==> src/rtl/delay_line_prog.sv <==
// delay_line_prog: programmable B-bit delay line, 1..MAX_N en-qualified cycles.
// Each stage carries {valid, data}. The output is taken from stage dly_cur-1.
// Changing the clamped delay flushes all valid bits. The sample presented in
// the flush cycle is still captured if en=1.
//
// Ports:
//   clk        clock, all state updates on the rising edge
//   rst        synchronous active-high reset
//   en         advance enable (0 = stall, all state holds)
//   dly        requested delay in en-cycles (clamped to 1..MAX_N)
//   in_valid   qualifies in
//   in         data in
//   out_valid  valid bit of the selected stage
//   out        data of the selected stage
//   primed     selected depth has filled since the last reset/flush
//   dly_err    combinational: dly==0 or dly>MAX_N
module delay_line_prog #(
  parameter int unsigned B     = 8,
  parameter int unsigned MAX_N = 16,
  parameter int unsigned DW    = 5
) (
  input  logic          clk,
  input  logic          rst,
  input  logic          en,
  input  logic [DW-1:0] dly,
  input  logic          in_valid,
  input  logic [B-1:0]  in,
  output logic          out_valid,
  output logic [B-1:0]  out,
  output logic          primed,
  output logic          dly_err
);

  logic [MAX_N-1:0] vld_q, vld_d, vld_c;
  logic [B-1:0]     dat_q [MAX_N];
  logic [B-1:0]     dat_d [MAX_N];
  logic [DW-1:0]    dly_cur_q, dly_cur_d;
  logic [DW-1:0]    fill_q, fill_d;
  logic [DW-1:0]    dly_c;
  logic             flush;

  always_comb begin
    dly_err = (dly == '0) || (dly > DW'(MAX_N));
    if (dly == '0)
      dly_c = DW'(1);
    else if (dly > DW'(MAX_N))
      dly_c = DW'(MAX_N);
    else
      dly_c = dly;
  end

  assign flush = (dly_c != dly_cur_q);

  // Flush is applied first, then the shift operates on the flushed view,
  // so the sample captured in a flush cycle is the only valid one left.
  always_comb begin
    vld_c     = flush ? '0 : vld_q;
    vld_d     = vld_c;
    dat_d     = dat_q;
    dly_cur_d = flush ? dly_c : dly_cur_q;
    fill_d    = flush ? '0 : fill_q;
    if (en) begin
      vld_d[0] = in_valid;
      dat_d[0] = in;
      for (int unsigned i = 1; i < MAX_N; i++) begin
        vld_d[i] = vld_c[i-1];
        dat_d[i] = dat_q[i-1];
      end
      if (fill_d < dly_cur_d)
        fill_d = fill_d + DW'(1);
    end
  end

  always_ff @(posedge clk) begin
    if (rst) begin
      vld_q     <= '0;
      for (int unsigned i = 0; i < MAX_N; i++)
        dat_q[i] <= '0;
      fill_q    <= '0;
      dly_cur_q <= dly_c;
    end else begin
      vld_q     <= vld_d;
      dat_q     <= dat_d;
      fill_q    <= fill_d;
      dly_cur_q <= dly_cur_d;
    end
  end

  // Output select: registers only, no path from in.
  always_comb begin
    out       = '0;
    out_valid = 1'b0;
    for (int unsigned i = 0; i < MAX_N; i++) begin
      if (dly_cur_q == DW'(i + 1)) begin
        out       = dat_q[i];
        out_valid = vld_q[i];
      end
    end
  end

  assign primed = (fill_q == dly_cur_q);

endmodule

==> config.mk <==
export PLATFORM = sky130hd
export DESIGN_NAME = delay_line_prog
export DESIGN_NICKNAME = d
export VERILOG_FILES = /design/src/rtl/delay_line_prog.sv
export SDC_FILE = /design/constraint.sdc
export NUM_CORES = 1
export LEC_CHECK = 0
export ABC_AREA = 1
export CAP_MARGIN = 15
export CORE_MARGIN = 2
export CORE_UTILIZATION = 40
export CTS_BUF_LIST = sky130_fd_sc_hd__clkbuf_16
export CTS_CLUSTER_DIAMETER = 80
export DETAILED_ROUTE_END_ITERATION = 12
export PLACE_DENSITY = 0.53
export SYNTH_ARGS = -nofsm -noshare
export SYNTH_HDL_FRONTEND = slang
export SYNTH_SLANG_ARGS = --single-unit
==> constraint.sdc <==
create_clock -name clk -period 8.9 [get_ports clk]
set_clock_uncertainty 0.2 [all_clocks]
set_input_delay 2.225 -clock clk [delete_from_list [all_inputs] [get_ports clk]]
set_output_delay 2.225 -clock clk [all_outputs]
set_load 0.02 [all_outputs]
==> results.py <==
metrics = {
    "clocking": {
        "cts_buffer_depth": 2,
        "path_clk_slew_ps": 60,
        "cts_tree": "yes",
        "clock_tree.root_cell": "clkbuf_16",
        "cts_buffers": 17,
        "ctsResizeCount": 0,
        "holdBufCountCts": 0,
        "cts_sinks": 154,
        "post_cts_buffers": 0,
        "htree_num_levels": 4,
        "clock_latency_ps": 430,
    },
    "die": {
        "floorplan.die_area_um2": 18400,
        "die_x_um": 135.7,
        "num_io_pins": 28,
        "fp-row-count": 48,
        "die_y_um": 135.7,
        "core_um2": 17120,
        "initial_core_util": 0.4050,
    },
    "synth": {
        "netlist_area_um2": 6933,
        "synth_area_leaders": "dfxtp_1, nor2_1, o21ai_0",
        "synth_ff_type": "dfxtp_1",
        "syn_inst": 1016,
        "ys_types": 34,
        "synth_edf_count": 0,
        "ys_ff_latch": 154,
        "synth_top_area_frac": 0.4447,
        "yosysWarnings": 0,
        "synth_top_area_cell": "dfxtp_1",
        "syn_nets": 1040,
        "syn_area_per_cell_um2": 6.824,
        "yosysSeqAreaShare": 0.4447,
        "async_flop_share": 0,
    },
    "layout": {
        "num_antenna_cells": 0,
        "layout_commonest_cell": "nor2_1",
        "nets": 1036,
        "most-common-layout-cells": "nor2_1, nand2_1, dfxtp_1",
        "drive_gt1_frac": 0.05664,
        "regArea_um2": 3083,
        "n_fill_cell": 1842,
        "multi_input_comb_area_um2": 3371,
        "area_delta_synth_final_pct": 12.74,
    },
    "sta": {
        "rsz0062_at_grt": "false",
        "hold_slack_ps": 267.0,
        "max_freq_mhz": 153.3,
        "setup_viol": 0,
        "slew_violations": 0,
        "period_share": 0.7327,
        "finalCriticalPeriod_ps": 6521,
        "fin_ws_ps": 2379,
        "slew_headroom": 0.3041,
        "finalHoldViolations": 0,
        "worstMarginPinSlew_ps": 1044,
        "setup_tns_ps": 0,
    },
    "routing": {
        "viasPerCell": 5.011,
        "wl_per_cell_um": 14.05,
        "drc_errors": 0,
        "drt-initial-drc-count": 426,
        "first_pass_iters": 6,
        "drt_wl_total_um": 17540,
        "postRouteAntennaNets": 0,
        "dr_total_vias": 6259,
    },
    "global_route": {
        "overflow": 0,
        "grt_max_degree": 111,
        "grt_pass1_wl_um": 29330,
        "track_usage": 0.1989,
        "grt_pass1_vias": 5743,
        "antenna_found_initial": 0,
    },
    "worst_setup_path": {
        "crit_type": "in2out",
        "required_ps": 6480,
        "end_kind": "output port",
        "start_kind": "input pin",
        "crit_arrival_ps": 4100,
        "cp_max_fo": 2,
    },
    "hold_path": {
        "hold_path_class": "reg2reg",
    },
    "place": {
        "dp_hpwl_um": 11100,
        "dp_slack_ps": 2362,
        "io_buffers": 27,
        "place_congestion": 0.8167,
    },
    "status": {
        "status": "finished, final reports clean",
    },
    "power_and_ir_drop": {
        "powerDensity_nw_per_um2": 199.7,
        "power_mw": 1.561,
        "ir_worst_vdd_uv": 134.5,
        "p_leak_nw": 3.170,
    },
    "flow_run": {
        "maxCapViolCount": 0,
    },
}
==> critical path, cell delays in order <==
cell	delay, ps
clkdlybuf4s50_1	430
nor4_1	450
inv_1	90
ha_1	280
inv_1	50
clkdlybuf4s50_1	590
==> through the flow <==
step                cell area [um^2]    util  std cells
global route                    7816  0.4567       1249
CTS                             7816  0.4567       1249
finish                          7816  0.4567       1249
floorplan                       6933       -       1016
global placement                7300  0.4265       1218
detailed placement              7300  0.4265       1218
==> logic make-up (layout without fill, tap and decap cells) <==
family          count (synthesis)  count (layout)  synth area share
compound gates                191             191            0.1393
xor+xnor                        5               5          0.006316
fa+ha+maj                       7               7           0.01263
buf+inv                       124             132           0.06912
flops                         154             154            0.4447
simple gates                  535             535            0.3279
==> synthesized netlist by cell type (5+ instances only) <==
cell	n
a21oi_1	52
nor2_1	266
nand4_1	45
o21ai_0	133
clkbuf_1	44
nand2_1	169
ha_1	7
inv_1	65
nand3_1	20
dfxtp_1	154
buf_2	5
or2_2	10
==> final timing paths <==
kind	start	end	slack [ps]	cells past startpoint
worst min-delay path	vld_q[10]	vld_q[11]	270	2
worst max-delay path	dly[0]	dly_err	2380	6
worst min register to register	vld_q[10]	vld_q[11]	270	2
worst max register to register	dly_cur_q[1]	fill_q[4]	5520	18
==> routing by layer <==
metal  track usage  vias up  share of wire
li1              -     3277              -
met1        0.2875     2905           0.53
met2        0.2974       60           0.43
met3       0.04003       17          0.025
met4       0.06134        0          0.014
met5             0        -              0
==> area by class of cell <==
cell class	instances	area share
clock inverter	14	0.01169
sequential	154	0.3944
clock buffer	17	0.05443
timing repair buffer	31	0.03810
multi-input combinational	738	0.4312
inverter	70	0.03410
tap	225	0.03602
==> report_power, final <==
| group | switching (mW) | internal [mW] | leakage (nW) | total (mW) |
|---|---|---|---|---|
| clock network | 0.279 | 0.373 | 0.258 | 0.652 |
| logic | 0.0999 | 0.0516 | 1.64 | 0.152 |
| registers | 0.0284 | 0.729 | 1.27 | 0.757 |
==> sequential cells by signal, summed over array words and instances (netlist names) <==
| register | count |
|---|---|
| dat_q | 128 |
| vld_q | 16 |
| dly_cur_q | 5 |
| fill_q | 5 |
No activity file was read; power rests on OpenSTA's default activity.
